$ cat src/rtl/gpio_bscan_pkg.sv
// Shared constants and helpers for the GPIO boundary-scan segment.
// Cell offsets within one pad's 3-bit group, update-register reset values, DR strobe decode.
package gpio_bscan_pkg;

    localparam int BSC_IN            = 0;
    localparam int BSC_OUT           = 1;
    localparam int BSC_OE            = 2;
    localparam int BSC_CELLS_PER_PAD = 3;

    localparam logic UPD_OE_RST  = 1'b1;
    localparam logic UPD_OUT_RST = 1'b0;

    typedef enum logic [1:0] {
        OP_HOLD    = 2'd0,
        OP_CAPTURE = 2'd1,
        OP_SHIFT   = 2'd2,
        OP_UPDATE  = 2'd3
    } dr_op_e;

    // Colliding strobes resolve as capture > shift > update; only one acts per cycle.
    function automatic dr_op_e dr_op_sel(input logic capture, input logic shift,
                                         input logic update);
        dr_op_e op;
        if (capture) begin
            op = OP_CAPTURE;
        end else if (shift) begin
            op = OP_SHIFT;
        end else if (update) begin
            op = OP_UPDATE;
        end else begin
            op = OP_HOLD;
        end
        return op;
    endfunction

endpackage

$ cat src/rtl/gpio_bscan_sync.sv
// Multi-flop synchronizer bringing asynchronous pad DI into the clk domain.
// SYNC_STAGES must be at least 2.
module gpio_bscan_sync
    import gpio_bscan_pkg::*;
#(
    parameter int NUM_PADS    = 4,
    parameter int SYNC_STAGES = 2
) (
    input  logic                clk,
    input  logic                rst,
    input  logic [NUM_PADS-1:0] async_in,
    output logic [NUM_PADS-1:0] sync_out
);

    logic [SYNC_STAGES-1:0][NUM_PADS-1:0] sync_q;
    logic [SYNC_STAGES-1:0][NUM_PADS-1:0] sync_d;

    // Next state: shift the raw input into stage 0 and advance every stage.
    always_comb begin
        sync_d = {sync_q[SYNC_STAGES-2:0], async_in};
    end

    // Stage registers; reset clears the whole pipe.
    always_ff @(posedge clk) begin
        if (rst) begin
            sync_q <= {(SYNC_STAGES*NUM_PADS){1'b0}};
        end else begin
            sync_q <= sync_d;
        end
    end

    assign sync_out = sync_q[SYNC_STAGES-1];

endmodule

$ cat src/rtl/gpio_bscan_seg.sv
// Boundary-scan segment for a row of GPIO pads: 3 cells per pad (IN, OUT, OE),
// OUT/OE update register, and the functional/EXTEST output mux.
module gpio_bscan_seg
    import gpio_bscan_pkg::*;
#(
    parameter int NUM_PADS    = 4,
    parameter int SYNC_STAGES = 2
) (
    input  logic                clk,
    input  logic                rst,
    input  logic                shift_dr,
    input  logic                capture_dr,
    input  logic                update_dr,
    input  logic                extest,
    input  logic                tdi,
    output logic                tdo,
    input  logic [NUM_PADS-1:0] core_do,
    input  logic [NUM_PADS-1:0] core_oen,
    input  logic [NUM_PADS-1:0] core_ie,
    output logic [NUM_PADS-1:0] core_di,
    output logic [NUM_PADS-1:0] pad_do,
    output logic [NUM_PADS-1:0] pad_oen,
    output logic [NUM_PADS-1:0] pad_ie,
    output logic [NUM_PADS-1:0] pad_bsen,
    input  logic [NUM_PADS-1:0] pad_di
);

    localparam int CHAIN_LEN = BSC_CELLS_PER_PAD * NUM_PADS;

    logic [CHAIN_LEN-1:0] sr_q;
    logic [CHAIN_LEN-1:0] sr_d;
    logic [NUM_PADS-1:0]  upd_out_q;
    logic [NUM_PADS-1:0]  upd_out_d;
    logic [NUM_PADS-1:0]  upd_oe_q;
    logic [NUM_PADS-1:0]  upd_oe_d;
    logic [NUM_PADS-1:0]  di_sync;
    dr_op_e               dr_op;

    gpio_bscan_sync #(
        .NUM_PADS    (NUM_PADS),
        .SYNC_STAGES (SYNC_STAGES)
    ) u_sync (
        .clk      (clk),
        .rst      (rst),
        .async_in (pad_di),
        .sync_out (di_sync)
    );

    assign dr_op = dr_op_sel(capture_dr, shift_dr, update_dr);

    // Output mux: the capture path below samples these muxed values, not the core inputs.
    always_comb begin
        if (extest) begin
            pad_do  = upd_out_q;
            pad_oen = upd_oe_q;
        end else begin
            pad_do  = core_do;
            pad_oen = core_oen;
        end
        pad_ie   = core_ie;
        pad_bsen = {NUM_PADS{extest}};
    end

    // Next state for the scan chain and the OUT/OE update register.
    always_comb begin
        sr_d      = sr_q;
        upd_out_d = upd_out_q;
        upd_oe_d  = upd_oe_q;
        case (dr_op)
            OP_CAPTURE: begin
                for (int i = 0; i < NUM_PADS; i++) begin
                    sr_d[BSC_CELLS_PER_PAD*i + BSC_IN]  = di_sync[i];
                    sr_d[BSC_CELLS_PER_PAD*i + BSC_OUT] = pad_do[i];
                    sr_d[BSC_CELLS_PER_PAD*i + BSC_OE]  = pad_oen[i];
                end
            end
            OP_SHIFT: begin
                sr_d = {tdi, sr_q[CHAIN_LEN-1:1]};
            end
            OP_UPDATE: begin
                for (int i = 0; i < NUM_PADS; i++) begin
                    upd_out_d[i] = sr_q[BSC_CELLS_PER_PAD*i + BSC_OUT];
                    upd_oe_d[i]  = sr_q[BSC_CELLS_PER_PAD*i + BSC_OE];
                end
            end
            OP_HOLD: begin
                sr_d = sr_q;
            end
            default: begin
                sr_d = sr_q;
            end
        endcase
    end

    // Chain and update registers; reset leaves every pad high-Z under EXTEST.
    always_ff @(posedge clk) begin
        if (rst) begin
            sr_q      <= {CHAIN_LEN{1'b0}};
            upd_out_q <= {NUM_PADS{UPD_OUT_RST}};
            upd_oe_q  <= {NUM_PADS{UPD_OE_RST}};
        end else begin
            sr_q      <= sr_d;
            upd_out_q <= upd_out_d;
            upd_oe_q  <= upd_oe_d;
        end
    end

    assign tdo     = sr_q[0];
    assign core_di = di_sync;

endmodule

$ cat config.mk
export PLATFORM = sky130hd
export DESIGN_NAME = gpio_bscan_seg
export DESIGN_NICKNAME = d
export VERILOG_FILES = /design/src/rtl/gpio_bscan_pkg.sv /design/src/rtl/gpio_bscan_sync.sv /design/src/rtl/gpio_bscan_seg.sv
export SDC_FILE = /design/constraint.sdc
export NUM_CORES = 1
export LEC_CHECK = 0
export CAP_MARGIN = 20
export CORE_ASPECT_RATIO = 1.75
export CORE_MARGIN = 4
export CORE_UTILIZATION = 25
export CTS_CLUSTER_SIZE = 8
export DETAILED_ROUTE_END_ITERATION = 10
export MAX_ROUTING_LAYER = met4
export PLACE_DENSITY = 0.56
export SYNTH_ARGS = -nofsm -noshare
export SYNTH_HDL_FRONTEND = slang
export SYNTH_HIERARCHICAL = 1
export SYNTH_SLANG_ARGS = --single-unit
$ cat constraint.sdc
create_clock -name clk -period 1.6 [get_ports clk]
set_input_delay 0.16 -clock clk [delete_from_list [all_inputs] [get_ports clk]]
set_output_delay 0.16 -clock clk [all_outputs]
set_load 0.05 [all_outputs]
==> results of run 1 <==
==> path summary, 6_finish.rpt <==
kind	start	endpoint	depth (start not counted)	slack (ns)
setup / recovery	extest	pad_do[2]	4	0.06
hold / removal	core_ie[1]	pad_ie[1]	0	0.32
setup reg to reg	upd_out_q[2]	sr_q[7]	2	0.63
hold reg to reg	u_sync/sync_d[7]	u_sync/sync_out[3]	1	0.45
==> registers in the layout, indices dropped and copies added (netlist names) <==
name / flops
sr_q: 12
upd_oe_q: 4
u_sync/sync_out: 4
upd_out_q: 4
u_sync/sync_d: 4
==> per-stage QoR <==
stage / hold WS (ns) / power [W] / setup TNS [ns] / utilization
finish: 0.320 / 0.00184 / 0 / 0.389
floorplan: 0.232 / 0.00108 / 0 / -
global route: 0.320 / 0.00192 / 0 / 0.389
global placement: 0.320 / 0.00128 / -3.56 / 0.370
CTS: 0.320 / 0.00186 / 0 / 0.387
detailed placement: 0.320 / 0.00129 / -3.67 / 0.370
==> layout make-up <==
| class | count | area (um2) |
|---|---|---|
| Multi-Input combinational cell | 75 | 667 |
| Inverter | 1 | 3.75 |
| Clock buffer | 3 | 41.3 |
| Timing Repair Buffer | 52 | 601 |
| Clock inverter | 1 | 30.0 |
| Tap cell | 54 | 67.6 |
| Sequential cell | 28 | 561 |
| Fill cell | 515 | 3090 |
==> per-layer routing <==
layer	part of all wire	GRT usage	vias up
li1	-	-	503
met1	0.42	0.108	454
met2	0.52	0.175	24
met4	0.021	0.0490	0
met5	0	-	-
met3	0.036	0.0162	6
==> timing repair <==
item                                    in CTS  in global routing
gates resized for setup                      2                  3
endpoints found under the setup margin       8                 11
setup buffers                                0                  0
pin swaps                                    0                  2
==> logic make-up (layout without fill, tap and decap cells) <==
family / count (synthesis) / after routing / synth area share
and+or+nand+nor: 39 / 39 / 0.205
DFF: 28 / 28 / 0.424
AOI/OAI and AO/OA: 18 / 18 / 0.112
buffers and inverters: 17 / 57 / 0.0881
muxes: 16 / 16 / 0.152
adders and majority gates: 2 / 2 / 0.0189
==> cell usage in the layout (no fill, tap or decap), drive strengths merged <==
master	instances
a211oi	4
a211o	12
clkbuf	3
nor2b	12
nor2	10
a21oi	1
dfxtp	28
a21o	1
ha	2
mux2	8
clkdlybuf4s50	17
dlymetal6s2s	1
bufinv	1
inv	1
buf	34
and4b	8
mux2i	8
nor3b	9
==> power by group <==
group	internal [W]	switching [W]	total (W)
Combinational	0.000266	0.000235	0.000501
Clock	0.000336	0.000232	0.000567
Sequential	0.000747	0.0000281	0.000775
==> worst max-delay path: stages <==
cell and delay [ns]:
clkdlybuf4s50_1 0.49, buf_4 0.22, mux2_4 0.35, buf_12 0.15
==> flow_summary_export.csv, run 1 <==
group,metric,value,unit
grt,grt_pass1_wl,5.09,mm
floorplanning,fp-row-count,34,
detailed_routing,drtPass1Iterations,4,
detailed_routing,first_iter_violations,11,
floorplanning,die_y,104,um
sta,hold_viol,0,
logic_synthesis,yosysWarningCount,6,
detailed_routing,vias,987,
logic_synthesis,yosysMostFrequentCell,"dfxtp_1",
floorplanning,ios,44,
sta,setup_viol,0,
layout,diodes,0,
floorplanning,dieArea,6560,um2
sta,period_share,0.965,
grt,grt_overflow,0,
logic_synthesis,async_flop_share,0,
placement,dp_slack,-0.358,ns
cts,numCtsBuffers,3,
layout,final_net_count,186,
worst_setup_path,worst_setup_path_end_kind,"primary output",
cts,clock_path_buffers,2,
grt,track_usage,0.101,
run,cap_violations,0,
detailed_routing,final_antenna_net_count,0,
sta,fmax,648,MHz
cts,clk_latency,0.28,ns
cts,cts.sinks,28,
cts,root_buffer,"clkbuf_8",
worst_setup_path,arrival,1.38,ns
layout,area_growth,49.1,%
worst_setup_path,required,1.44,ns
detailed_routing,drc,0,
logic_synthesis,synth_common_cells,"28 x dfxtp_1, 12 x a211o_1, 12 x nor2b_1",
placement,place_hpwl,2.31,mm
cts,ctsHtreeMaxLevel,1,
placement,portBuffers,35,
logic_synthesis,yosysSeqAreaShare,0.424,
power_and_ir_drop,power.leakage,0.889,nW
logic_synthesis,synth_cells,120,
logic_synthesis,yosysTopAreaCell,"dfxtp_1",
sta,period_needed,1.54,ns
grt,grt_max_degree,20,
layout,drive_gt1_frac,0.319,
sta,slew_headroom,0.834,
cts,cts_tree,"yes",
detailed_routing,via_per_inst,4.61,
logic_synthesis,netlist_area,1320,um2
placement,dp.cells,210,
sta,worstMarginPinSlew,0.248,ns
cts,cts-hold-fix-buffers,0,
floorplanning,initial_core_util,0.261,
placement,dpl_cell_area,1870,um2
power_and_ir_drop,ir_worst_vdd,0.000473,V
logic_synthesis,synth_top_area_share,0.424,
grt,first_global_vias,1085,
floorplanning,die_width,63.0,um
floorplanning,core_area,5060,um2
grt,antenna_found_initial,0,
logic_synthesis,syn_nets,145,
detailed_routing,wl_per_cell,14.3,um
outcome,status,"finished clean",
logic_synthesis,synth_area_leaders,"dfxtp_1 42%, mux2_4 9.1%, a211o_1 8.0%, and4b_1 6.1%, mux2i_1 6.1%",
sta,slew_viol_final,0,
worst_setup_path,start_kind,"input port",
sta,final.setup.worst_slack,0.0564,ns
worst_setup_path,path_class,"input port to primary output",
logic_synthesis,ys_types,17,
layout,stdcell_area,1970,um2
sta,rsz0062_at_grt,"false",
logic_synthesis,synth-seq-cells,28,
layout,layoutNonFillerInstCount,214,
logic_synthesis,synth_edf_count,0,
worst_setup_path,path_max_fanout,7,
detailed_routing,wirelength,3.06,mm
sta,clock_skew,0.00313,ns
placement,gp_congestion,0.745,
min_path,hp-class,"input port to primary output",
logic_synthesis,syn_area_per_cell,11.0,um2
power_and_ir_drop,p_per_area,936,nW/um2
logic_synthesis,ys.flop_type,"dfxtp_1",
Power figures use the tool's default switching activity.
==> run 2, diff against run 1 <==
--- a/config.mk
+++ b/config.mk
@@ -12,7 +12,7 @@
 export CTS_CLUSTER_SIZE = 8
 export DETAILED_ROUTE_END_ITERATION = 10
 export MAX_ROUTING_LAYER = met4
-export PLACE_DENSITY = 0.56
+export PLACE_DENSITY_LB_ADDON = 0.2
 export SYNTH_ARGS = -nofsm -noshare
 export SYNTH_HDL_FRONTEND = slang
 export SYNTH_HIERARCHICAL = 1
==> run 2 against run 1 <==
Compared with the run above: worst hold slack about the same; critical path depth unchanged; highest routed layer unchanged; clock skew about the same; sequential cell count unchanged; power decreased by 13%; combinational power decreased by 5.6%; clock power decreased by 35%.
==> flow_summary_export.csv, run 2 (synthesis results as in run 1) <==
group,metric,value,unit
outcome,status,"finished clean",
power_and_ir_drop,p_int,0.00116,W
worst_setup_path,crit_buf_inv,3,
detailed_routing,wl_per_cell,13.5,um
run,cap_violations,0,
floorplanning,die_width,63.0,um
placement,portBuffers,35,
cts,cts_tree,"yes",
power_and_ir_drop,total_power,0.00161,W
sta,hold_viol,0,
detailed_routing,wirelength,2.78,mm
sta,period_needed,1.55,ns
sta,worstMarginPinSlew,0.407,ns
worst_setup_path,r2r_end,"sr_q[7]",
layout,area_growth,42.5,%
layout,n_fill_cell,506,
floorplanning,ios,44,
layout,largest_reg_flops,12,
power_and_ir_drop,ir_worst_vdd,0.000547,V
worst_setup_path,path_class,"input port to primary output",
cts,clock_path_buffers,2,
cts,clk_latency,0.26,ns
floorplanning,dieArea,6560,um2
grt,grt_max_degree,27,
layout,stdcell_area,1880,um2
layout,drive_gt1_frac,0.270,
grt,track_usage,0.0906,
worst_setup_path,cpMaxStageDelayCell,"clkdlybuf4s50_1",
placement,place_hpwl,2.18,mm
floorplanning,die_y,104,um
worst_setup_path,worst_setup_path_end_kind,"primary output",
cts,numCtsBuffers,3,
sta,slew_viol_final,0,
worst_setup_path,cp_slowest_stage_delay,0.49,ns
sta,fmax,647,MHz
sta,period_share,0.966,
detailed_routing,wl_met2,1.42,mm
floorplanning,core_area,5060,um2
worst_setup_path,r2r_slack,0.63,ns
power_and_ir_drop,p_per_area,856,nW/um2
layout,largest_register,"sr_q",
sta,rsz0062_at_grt,"false",
power_and_ir_drop,swShare,0.280,
cts,root_buffer,"clkbuf_8",
layout,mostFrequentLayoutCells,"28 x dfxtp_1, 16 x clkdlybuf4s50_1, 14 x buf_4",
layout,diodes,0,
floorplanning,initial_core_util,0.261,
power_and_ir_drop,comb_power_share,0.293,
placement,gp_congestion,0.789,
detailed_routing,wl_met1,1.17,mm
floorplanning,fp-row-count,34,
power_and_ir_drop,power_switching,0.000452,W
detailed_routing,drc,0,
grt,first_global_vias,954,
detailed_routing,route.met3.wl,120,um
grt,grt_overflow,0,
grt,grt_pass1_wl,4.66,mm
min_path,min_path_cells,0,
sta,clock_skew,0.00340,ns
worst_setup_path,rr_worst_depth,2,
grt,antenna_found_initial,0,
layout,final_net_count,179,
detailed_routing,first_iter_violations,9,
worst_setup_path,crit_family,"buffers and inverters",
placement,dpl_cell_area,1820,um2
worst_setup_path,r2r_start,"upd_out_q[2]",
power_and_ir_drop,p_clk_frac,0.227,
cts,ctsHtreeMaxLevel,1,
min_path,hold_start,"core_ie[0]",
detailed_routing,via_per_inst,4.61,
detailed_routing,vias,949,
min_path,hp-class,"input port to primary output",
detailed_routing,drtPass1Iterations,2,
detailed_routing,top_layer,"met4",
worst_setup_path,start_kind,"input port",
power_and_ir_drop,p_seq_frac,0.480,
sta,slew_headroom,0.728,
detailed_routing,final_antenna_net_count,0,
cts,post_cts_buffers,0,
worst_setup_path,arrival,1.39,ns
worst_setup_path,crit_chain,"clkdlybuf4s50_1, buf_4, mux2_4, buf_12",
power_and_ir_drop,power.leakage,0.851,nW
worst_setup_path,path_max_fanout,7,
sta,setup_viol,0,
worst_setup_path,required,1.44,ns
layout,final_common_cell,"dfxtp_1",
cts,cts.sinks,28,
min_path,hold_end,"pad_ie[0]",
[run 2: final cells by class]
type	count	area, um2	area share
inverter	1	3.75	0.00199
sequential	28	561	0.298
tap	54	67.6	0.0359
multi-input combinational	75	659	0.350
clock buffer	3	41.3	0.0219
timing repair buffer	45	551	0.292
[run 2: power groups by stage]
stage	clock [W]	sequential [W]	combinational, W
3_3_place_gp	0	0.000791	0.000467
4_1_cts	0.000377	0.000775	0.000479
6_report	0.000366	0.000775	0.000473
2_1_floorplan	0	0.000805	0.000278
3_5_place_dp	0	0.000791	0.000472
5_1_grt	0.000416	0.000782	0.000504
[run 2: worst max-delay path by stage]
| stage | startpoint | cells past startpoint | end |
|---|---|---|---|
| 2_1_floorplan | shift_dr | 6 | sr_q[10] |
| 5_1_grt | extest | 4 | pad_do[2] |
| 4_1_cts | update_dr | 7 | sr_q[11] |
| 6_report | extest | 4 | pad_do[2] |
| 3_5_place_dp | shift_dr | 7 | sr_q[11] |
| 3_3_place_gp | shift_dr | 7 | sr_q[7] |
[run 2: worst register-to-register path: cells and delay by family (launching register included)]
| kind | cells | cell delay, ns |
|---|---|---|
| AO/OA/AOI/OAI | 1 | 0.25 |
| flip-flops | 1 | 0.32 |
| multiplexers | 1 | 0.29 |
[run 2: repair_timing]
item | 4_1_cts | 5_1_grt
pin swaps | 0 | 1
setup endpoints to repair | 8 | 11
endpoints found under the hold margin | 0 | 0
gates resized for setup | 1 | 3
hold buffers | 0 | 0
[run 2: per-stage QoR]
stage                     worst slack, ns  hold WS (ns)  std cells  setup TNS [ns]   util
after global routing               0.0258         0.320        206               0  0.372
after global placement             -0.289         0.320        203           -4.35  0.360
final                              0.0540         0.320        206               0  0.372
after detailed placement           -0.320         0.320        203           -4.83  0.360
after CTS                         0.00127         0.320        206               0  0.370
after floorplan                     0.201         0.232        120               0      -
[run 2: metal layers]
metal  track usage  vias up
met2         0.146       21
met3        0.0205        4
met5             -        -
met4        0.0411        0
li1              -      489
met1         0.106      435
